==> config.mk <==
export PLATFORM = sky130hd
export DESIGN_NAME = ifft_4_stream
export DESIGN_NICKNAME = d
export VERILOG_FILES = /design/src/rtl/ifft_4_stream.sv
export SDC_FILE = /design/constraint.sdc
export NUM_CORES = 1
export LEC_CHECK = 0
export BUFFER_PORTS_ARGS = -buffer_cell sky130_fd_sc_hd__buf_4
export CAP_MARGIN = 10
export CELL_PAD_IN_SITES_DETAIL_PLACEMENT = 0
export CELL_PAD_IN_SITES_GLOBAL_PLACEMENT = 2
export CORE_ASPECT_RATIO = 0.7
export CORE_MARGIN = 2
export CORE_UTILIZATION = 25
export CTS_BUF_LIST = sky130_fd_sc_hd__clkbuf_16
export CTS_CLUSTER_SIZE = 8
export DETAILED_ROUTE_END_ITERATION = 7
export PLACE_DENSITY_LB_ADDON = 0.1
export SYNTH_ARGS = -nofsm -noshare
export SYNTH_HDL_FRONTEND = slang
export SYNTH_SLANG_ARGS = --single-unit
==> constraint.sdc <==
create_clock -name clk -period 9.3 [get_ports clk]
set_clock_uncertainty 0.2 [all_clocks]
set_input_delay 0.93 -clock clk [delete_from_list [all_inputs] [get_ports clk]]
set_output_delay 0.93 -clock clk [all_outputs]
set_load 0.005 [all_outputs]
==> src/rtl/ifft_4_stream.sv <==
// ifft_4_stream: streaming 4-point inverse FFT, Q1.15 in/out, scaled by 1/4.
// Define IFFT4_SAT_EN to clamp out-of-range outputs and report them on sat; otherwise outputs wrap.
module ifft_4_stream #(
  parameter int W = 16
) (
  input  logic         clk,
  input  logic         rst,
  input  logic         s_valid,
  output logic         s_ready,
  input  logic [W-1:0] s_real,
  input  logic [W-1:0] s_imag,
  input  logic         s_last,
  output logic         m_valid,
  input  logic         m_ready,
  output logic [W-1:0] m_real,
  output logic [W-1:0] m_imag,
  output logic         m_last,
  output logic         frame_err,
  output logic         sat
);
  localparam logic [1:0] LOAD = 2'd0;
  localparam logic [1:0] CALC = 2'd1;
  localparam logic [1:0] SEND = 2'd2;
  logic [1:0] state, idx, oidx;
  logic [W-1:0] bin_re [4];
  logic [W-1:0] bin_im [4];
  logic [W-1:0] out_re [4];
  logic [W-1:0] out_im [4];
  logic [W-1:0] x_re [4];
  logic [W-1:0] x_im [4];
  logic [W+1:0] y_re [4];
  logic [W+1:0] y_im [4];
  logic [W:0] a_re, a_im, b_re, b_im, c_re, c_im, d_re, d_im;
  logic [7:0] ovf;
  // returns {overflow, value}: (y + 2) >>> 2 reduced to W bits
  function automatic logic [W:0] scale(input logic [W+1:0] y);
`ifdef IFFT4_SAT_EN
    logic [W:0] r;
    r = (W+1)'(({y[W+1], y} + (W+3)'(2)) >> 2);
    scale = (r[W] == r[W-1]) ? {1'b0, r[W-1:0]} : {1'b1, r[W], {(W-1){!r[W]}}};
`else
    scale = {1'b0, W'(({y[W+1], y} + (W+3)'(2)) >> 2)};
`endif
  endfunction
  assign s_ready   = state == LOAD;
  assign m_valid   = state == SEND;
  assign m_last    = state == SEND && oidx == 2'd3;
  assign m_real    = out_re[oidx];
  assign m_imag    = out_im[oidx];
  always_comb begin
    a_re = {bin_re[0][W-1], bin_re[0]} + {bin_re[2][W-1], bin_re[2]};
    a_im = {bin_im[0][W-1], bin_im[0]} + {bin_im[2][W-1], bin_im[2]};
    b_re = {bin_re[0][W-1], bin_re[0]} - {bin_re[2][W-1], bin_re[2]};
    b_im = {bin_im[0][W-1], bin_im[0]} - {bin_im[2][W-1], bin_im[2]};
    c_re = {bin_re[1][W-1], bin_re[1]} + {bin_re[3][W-1], bin_re[3]};
    c_im = {bin_im[1][W-1], bin_im[1]} + {bin_im[3][W-1], bin_im[3]};
    d_re = {bin_re[1][W-1], bin_re[1]} - {bin_re[3][W-1], bin_re[3]};
    d_im = {bin_im[1][W-1], bin_im[1]} - {bin_im[3][W-1], bin_im[3]};
    y_re[0] = {a_re[W], a_re} + {c_re[W], c_re};
    y_im[0] = {a_im[W], a_im} + {c_im[W], c_im};
    y_re[2] = {a_re[W], a_re} - {c_re[W], c_re};
    y_im[2] = {a_im[W], a_im} - {c_im[W], c_im};
    y_re[1] = {b_re[W], b_re} - {d_im[W], d_im};
    y_im[1] = {b_im[W], b_im} + {d_re[W], d_re};
    y_re[3] = {b_re[W], b_re} + {d_im[W], d_im};
    y_im[3] = {b_im[W], b_im} - {d_re[W], d_re};
    ovf = '0;
    for (int i = 0; i < 4; i++) begin
      {ovf[i], x_re[i]}   = scale(y_re[i]);
      {ovf[i+4], x_im[i]} = scale(y_im[i]);
    end
  end
  // framing is driven by idx alone; s_last only feeds frame_err
  always_ff @(posedge clk or posedge rst) begin
    if (rst) begin
      state     <= LOAD;
      idx       <= '0;
      oidx      <= '0;
      frame_err <= 1'b0;
      sat       <= 1'b0;
      for (int i = 0; i < 4; i++) begin
        bin_re[i] <= '0;
        bin_im[i] <= '0;
        out_re[i] <= '0;
        out_im[i] <= '0;
      end
    end else begin
      frame_err <= s_valid && s_ready && (s_last != (idx == 2'd3));
      if (state == LOAD && s_valid) begin
        bin_re[idx] <= s_real;
        bin_im[idx] <= s_imag;
        idx         <= idx + 2'd1;
        if (idx == 2'd3) state <= CALC;
      end
      if (state == CALC) begin
        for (int i = 0; i < 4; i++) begin
          out_re[i] <= x_re[i];
          out_im[i] <= x_im[i];
        end
        sat   <= |ovf;
        state <= SEND;
      end
      if (state == SEND && m_ready) begin
        oidx <= oidx + 2'd1;
        if (oidx == 2'd3) state <= LOAD;
      end
      if (state == 2'd3) state <= LOAD;
    end
  end
endmodule
==> Yosys cells after proc, flatten, opt, wreduce, memory -nomap -nowiden <==
Index checks and enable logic that the tools add are counted.
{ "totals": {"ram_bits": 0, "elab_cells": 79, "input_bits": 37, "out_inout_bits": 37, "register_bits": 263, "memories": 0, "latchBits": 0, "romBits": 0} }
{ "op_classes": {"div": 0, "n_mul": 0, "add_sub_neg": 26, "mux": 16, "order_cmp": 3, "n_eq_ne": 6, "shifts": 0, "bitwise_logic": 2, "reduce_logical": 6} }
{ "op_table": {"columns": ["op", "n"], "rows": [
  ["$add 18x3->18 const B", 8],
  ["$bwmux 64", 2],
  ["$mux 16", 5],
  ["$add 17x17->18", 4],
  ["$sub 17x17->18", 4],
  ["$add 16x16->17", 4],
  ["$sub 16x16->17", 4],
  ["$bmux 16 s2", 2],
  ["$demux 16 s2", 1],
  ["$mux 2", 6],
  ["$eq 2x2->1 const B", 4],
  ["$ge 3x3->1 const B", 2],
  ["$not 2->3", 2],
  ["$logic_and 1x1->1", 5],
  ["$add 2x1->2 const B", 2],
  ["$lt 3x1->1 const B", 1],
  ["$eq 2x1->1 const B", 1],
  ["$logic_not 2->1", 1],
  ["$ne 1x1->1", 1]
]} }

==> Logic depth before layout (Yosys ltp) <==
Gate-level depths: netlist of run 1.
{ "depth": {"ltp_word": 7, "mapped_depth": 22, "mapped_depth_nobuf": 22} }

==> Worst setup path before layout of run 1 <==
No wires, ideal clock.
{ "synth_path": {"path_type": "flip-flop to flip-flop", "from": "register bin_re[1] (netlist bit)", "to": "register out_im[14] (netlist bit)", "required_ps": 9031, "period_less_slack_ps": 4496, "setup_ps": 69, "arrival_ps": 4227, "setup_slack_ps": 4804, "path_buffers": 0, "path_stages_with_launch": 20, "cell_sequence": "dfrtp_1 inv_1 ha_1 nor2b_1 o21ai_1 a21oi_1 o41ai_1 o211ai_1 o31ai_2 nor4_1 or3_1 ha_1 inv_1 ha_1 a21o_1 a21oi_1 o21a_1 a31o_2 or4b_2 nand3_1"} }
{ "synth_via": {"elab_chain_cells": 3} }
{ "synth_rtl": {"columns": ["element", "line", "rtl"], "rows": [
  ["start: declaration", "25", "logic [W-1:0] bin_re [4];"],
  ["start signal: indexed assignment", "90", "bin_re[idx] <= s_real;"],
  ["$sub 16x16->17", "57", "d_re = {bin_re[1][W-1], bin_re[1]} - {bin_re[3][W-1], bin_re[3]};"],
  ["$sub 17x17->18", "66", "y_im[3] = {b_im[W], b_im} - {d_re[W], d_re};"],
  ["$add 18x3->18", "42", "scale = {1'b0, W'(({y[W+1], y} + (W+3)'(2)) >> 2)};"],
  ["end signal: indexed assignment", "98", "out_im[i] <= x_im[i];"],
  ["end: declaration", "28", "logic [W-1:0] out_im [4];"]
]} }
Every way passes these cells.
A chain may end at the register's enable or synchronous reset.

==> Final worst setup path of run 1 <==
{ "layout_path": {"from": "register bin_re[16] (netlist bit)", "to": "register out_re[15] (netlist bit)"} }
{ "layout_via": {"elab_chain_cells": 3} }
{ "layout_rtl": {"columns": ["element", "line", "rtl"], "rows": [
  ["$sub 16x16->17", "53", "b_re = {bin_re[0][W-1], bin_re[0]} - {bin_re[2][W-1], bin_re[2]};"],
  ["$add 17x17->18", "65", "y_re[3] = {b_re[W], b_re} + {d_im[W], d_im};"],
  ["$add 18x3->18", "42", null],
  ["end signal: indexed assignment", "97", "out_re[i] <= x_re[i];"],
  ["end: declaration", "27", "logic [W-1:0] out_re [4];"]
]} }
Every way passes these cells.

==> results_dict.tcl, run 1 <==
set metrics [dict create \
    status "finished clean" \
    io_pins 74 \
    htreeDepth 2 \
    cp_data_arrival_time_ns 5.70 \
    yosys.cell_count.top_type "ha_1" \
    worst_slew_pin_slew_ns 1.02 \
    grt_pass1_vias 18900 \
    cts-root-buf "clkbuf_16" \
    report.final.slew_viol_count 0 \
    cts_tree "done" \
    grt_pass1_wl_mm 132 \
    worstSetupPathType "flop to flop" \
    finalInstanceArea_sq_mm 0.0271 \
    portBuffers 72 \
    hold_buffers 0 \
    avgSynthCellArea_sq_um 8.78 \
    crit_path_max_incr_delay_ns 0.59 \
    clk_latency_ns 0.58 \
    num_vias 19500 \
    drive_above_1_share_pct 9.31 \
    yosysSeqAreaShare_pct 27.2 \
    synth_seq_cells 263 \
    post-place-ws_ns 3.89 \
    finalHoldViolCount 0 \
    dr.pass1.iters 5 \
    cts_inserted_buffers 40 \
    syn_area_sq_mm 0.0242 \
    final_cells 4057 \
    fin_crit_ns 5.47 \
    ant_nets 0 \
    cts.sinks 263 \
    yosys_warnings 0 \
    antenna_found_initial 5 \
    required_ns 9.53 \
    min_path_type "flop to flop" \
    drc 0 \
    netlist_instances 2755 \
    synthFlopType "dfrtp_1" \
    postCtsResizedCells 0 \
    grt_max_degree 113 \
    path_clk_slew_ns 0.05 \
    via_per_inst 4.82 \
    hpwl_mm 73.6 \
    max_freq_mhz 183 \
    period_share_pct 58.8 \
    start_util_pct 25.2 \
    wl_per_cell_um 22.0 \
    max_cap_violations 0 \
    synth_top_area_cell "dfrtp_1" \
    die_y_um 264 \
    start_kind "flop" \
    cpMaxStageDelayCell "nor3_1" \
    synthTopCellsByCount "381 x ha_1, 279 x nand2_1, 277 x inv_1, 265 x o21ai_0, 263 x dfrtp_1" \
    crit_chain "ha_1 > fa_1 > nor2b_1 > o21ai_0 > a21oi_1 > o21ai_0 > a21oi_1 > a21oi_1 > and4b_1 > nor3_1 > ha_1 > ha_1 > a211oi_1 > nand2b_1 > a2111o_1 > nand2_1 > mux2i_1 > o21ai_0" \
    cts_buffer_depth 3 \
    die-area_sq_mm 0.0992 \
    setup-tns-final_ns 0 \
    crit_fanout 5 \
    rsz0062_at_grt "no" \
    grt_overflow 0 \
    die-width_um 376 \
    syn_nets 3189 \
    routed_wirelength_mm 89.4 \
    placed_cell_area_sq_mm 0.0260 \
    crit_path_end_kind "flop" \
    cp_top_family "compound AO/OA/AOI/OAI gates" \
    drt_iter0_drc 1304 \
    timing.max_slew.rel_slack_pct 31.8 \
    core-area_sq_mm 0.0959 \
    fin_nets 3214 \
    place_congestion 0.838 \
    cts_setup_buffers 0 \
    dp_cells 3999 \
    synth_edf_count 0 \
    syn_to_final_growth_pct 12.1 \
    yosys.area.top_type_share_pct 27.2 \
    synth_area_leaders "dfrtp_1 27%, ha_1 20%, o21ai_0 5.5%, xnor2_1 5.4%, nand2_1 4.3%" \
    synthDistinctLibCells 81 \
    fp-row-count 95 \
    fin_ws_ns 3.83 \
    synth_async_sr_flop_share_pct 100 \
    final-setup-viol-count 0 \
    path_buf_inv 0 \
    grt_usage_pct 18.0 \
]
[per-stage QoR]
step,util (%),hold WS (ns)
floorplan,-,0.233
global placement,27.1,0.254
detailed placement,27.1,0.261
global route,28.3,0.288
CTS,28.3,0.273
finish,28.3,0.264
[sequential cells by signal, summed over array words and instances (netlist names)]
name,count
bin_im,64
bin_re,64
out_im,64
out_re,64
idx,2
oidx,2
state,2
frame_err,1
[worst reg2reg max path, cell delays in order (launching register included)]
cell,delay (ns)
dfrtp_1,0.39
ha_1,0.24
fa_1,0.42
nor2b_1,0.17
o21ai_0,0.13
a21oi_1,0.22
o21ai_0,0.14
a21oi_1,0.37
a21oi_1,0.22
and4b_1,0.24
nor3_1,0.59
ha_1,0.40
ha_1,0.37
a211oi_1,0.38
nand2b_1,0.11
a2111o_1,0.32
nand2_1,0.14
mux2i_1,0.20
o21ai_0,0.09
[routing by layer]
| metal | up-vias | global-route usage, % | part of all wire [%] |
|---|---|---|---|
| met2 | 378 | 20.9 | 33 |
| met1 | 9479 | 32.7 | 62 |
| met4 | 0 | 2.47 | 1.1 |
| li1 | 9629 | - | - |
| met5 | - | 0 | 0 |
| met3 | 59 | 2.14 | 3.7 |
[cells in the final DEF, fill, tap and decap left out, types with 42 or more instances in the layout]
| master | instances |
|---|---|
| a21o_1 | 42 |
| a21oi_1 | 162 |
| buf_4 | 81 |
| dfrtp_1 | 261 |
| ha_1 | 381 |
| inv_1 | 282 |
| mux2_2 | 62 |
| nand2_1 | 279 |
| nand2b_1 | 42 |
| nor2_1 | 114 |
| nor3_1 | 62 |
| o21ai_0 | 265 |
| xnor2_1 | 148 |
| xor2_1 | 67 |
[final cells by class]
| type | count | area [sq um] |
|---|---|---|
| Antenna cell | 3 | 7.51 |
| Clock buffer | 41 | 1030 |
| Clock inverter | 14 | 63.8 |
| Fill cell | 10200 | 68800 |
| Inverter | 278 | 1050 |
| Multi-Input combinational cell | 2116 | 16200 |
| Sequential cell | 263 | 6590 |
| Tap cell | 1261 | 1580 |
| Timing Repair Buffer | 81 | 608 |
[cells by family (layout without fill, tap and decap cells)]
logic type | after synthesis | count (layout) | synth area share, %
simple gates | 691 | 691 | 13.7
other cells | 1 | 4 | 0.0155
mux | 98 | 98 | 6.03
compound gates | 714 | 714 | 18.3
fa+ha+maj | 397 | 397 | 21.0
buf+inv | 376 | 414 | 5.87
xor+xnor | 215 | 215 | 7.79
flops | 263 | 263 | 27.2
[final timing paths]
check                      cells after the start          to  slack, ns       start
setup / recovery                              18  out_re[15]       3.83  bin_re[16]
hold / removal                                 2  out_im[51]       0.26  out_im[51]
setup reg to reg                              18  out_re[15]       3.83  bin_re[16]
hold reg to reg                                2  out_im[51]       0.26  out_im[51]
max in group asynchronous                      3  out_re[11]       7.07         rst
min in group asynchronous                      2  out_im[31]       0.27         rst
Power of run 1 is not shown: default switching activity piles up to over one toggle a cycle in this logic, so the estimate is an artifact.
==> inputs of run 2 (changes only) <==
clock period = 4.7 ns   (was 9.3 ns; I/O delays follow)
==> run 2 against run 1 <==
Against the previous run:
- global-route usage up 0.13 points
- critical path type unchanged
- wire length up 2.1%
- worst setup slack worse by 3.7 ns
- register-to-register slack worse by 3.7 ns
- clock-buffer cell count unchanged
==> results_dict.tcl, run 2 (synthesis gave the netlist of run 1 again) <==
set metrics [dict create \
    timing.max_slew.rel_slack_pct 31.9 \
    clk_latency_ns 0.57 \
    cp_data_arrival_time_ns 4.87 \
    start_util_pct 25.2 \
    ant_nets 0 \
    dr.pass1.iters 7 \
    rsz0062_at_grt "yes" \
    core-area_sq_mm 0.0959 \
    die-area_sq_mm 0.0992 \
    cpMaxStageDelayCell "or4b_2" \
    placed_cell_area_sq_mm 0.0294 \
    num_vias 21200 \
    fin_nets 3705 \
    cts.sinks 263 \
    hpwl_mm 76.3 \
    fill_cells 9904 \
    worstSetupPathType "flop to flop" \
    period_share_pct 97.4 \
    holdWs_ns 0.0514 \
    final-setup-viol-count 0 \
    cts_inserted_buffers 40 \
    crit_path_max_incr_delay_ns 0.62 \
    met1Wirelength_mm 55.7 \
    antenna_found_initial 4 \
    wl_per_cell_um 20.1 \
    finalInstanceArea_sq_mm 0.0322 \
    portBuffers 72 \
    drive_above_1_share_pct 27.7 \
    path_buf_inv 4 \
    grt_pass1_vias 20600 \
    place_congestion 0.838 \
    cts_buffer_depth 3 \
    fp-row-count 95 \
    min_path_type "primary input to flop" \
    cts-root-buf "clkbuf_16" \
    crit_fanout 3 \
    required_ns 5.00 \
    cts_tree "done" \
    crit_path_end_kind "flop" \
    report.final.slew_viol_count 0 \
    max_cap_violations 0 \
    syn_to_final_growth_pct 33.1 \
    routed.top_layer "met4" \
    wl_met3_mm 3.68 \
    path_clk_slew_ns 0.05 \
    die_y_um 264 \
    grt_overflow 0 \
    via_per_inst 4.66 \
    drc 0 \
    grt_usage_pct 18.1 \
    die-width_um 376 \
    htreeDepth 2 \
    crit_chain "buf_4 > inv_1 > fa_2 > nand2b_1 > a21oi_2 > o21ai_1 > a211o_1 > o2111ai_1 > buf_4 > nand2_1 > xnor2_2 > buf_4 > ha_1 > ha_1 > nand3_1 > o21a_1 > a31o_2 > or4b_2 > nand3_2" \
    grt_pass1_wl_mm 135 \
    fin_crit_ns 4.58 \
    mostFrequentLayoutCell "buf_4" \
    finalHoldViolCount 0 \
    crit_path_frequent_cell "buf_4" \
    status "finished clean" \
    grt_max_degree 106 \
    start_kind "flop" \
    routed_wirelength_mm 91.3 \
    max_freq_mhz 218 \
    dr_wl_met2_mm 31.1 \
    io_pins 74 \
    cp_top_family "compound AO/OA/AOI/OAI gates" \
    layout_common_cells "532 x buf_4, 339 x ha_1, 279 x inv_1" \
    drt_iter0_drc 1283 \
    worst_slew_pin_slew_ns 1.02 \
]
==> run 2: cell count changes in the layout (fill, tap and decap cells not counted), moves of 8 or more <==
cell           before  now
buf_4              81  532
ha_2                0    8
a21oi_1           162  124
xnor2_2             0   26
xnor2_1           148  121
ha_1              381  339
ha_4                0   34
o21ai_0           265  234
o21ai_1            12   26
o21ai_2             0   17
a21oi_2             1   39
dlygate4sd3_1       0   35
==> run 2: metrics by stage <==
stage               setup slack, ns  TNS (ns)  utilization (%)  instances
floorplan                     0.204         0                -       2755
global placement             -0.257     -1.70             30.7       4443
detailed placement           -0.276     -2.14             30.7       4443
CTS                         -0.0270   -0.0491             32.5       4535
global route                -0.0637    -0.403             33.5       4543
finish                        0.123         0             33.6       4546
==> run 2: timing repair <==
action                                  CTS  global route
endpoints found under the hold margin   147             0
pin swaps                                21            81
hold buffers                             35             0
setup buffers                             4             9
resized for setup                        57           190
endpoints found under the setup margin   35            54
==> run 2: worst paths after layout <==
path	from	endpoint	slack [ns]	cells after the start
worst max register to register	bin_re[33]	out_im[14]	0.12	19
max in group asynchronous	rst	bin_re[3]	2.82	4
worst min-delay path	s_last	frame_err	0.05	3
min in group asynchronous	rst	out_im[15]	0.37	3
worst min register to register	out_im[50]	out_im[50]	0.26	2
worst max-delay path	bin_re[33]	out_im[14]	0.12	19
==> run 2: layout make-up <==
type / count / area, sq um / share of cell area, %
clock buffers: 41 / 1030 / 3.19
inverters: 278 / 1050 / 3.25
flip-flops and latches: 263 / 6580 / 20.5
diodes: 3 / 7.51 / 0.0233
clock inverters: 12 / 46.3 / 0.144
multi-input cells: 2116 / 17500 / 54.2
well taps: 1261 / 1580 / 4.90
repair buffers: 572 / 4440 / 13.8
==> run 2: tightest hold or removal path: cells and delay by family <==
family / cells / cell delay [ns]
XOR/XNOR: 1 / 0.04
buffers and inverters: 1 / 0.08
AND/OR/NAND/NOR: 1 / 0.17
==> run 2: routing by layer <==
metal,vias to the layer above,GRT usage [%]
li1,10600,-
met2,324,21.6
met1,10200,32.6
met3,51,2.09
met4,0,2.43
met5,-,0
Power of run 2 is left out for the same reason.
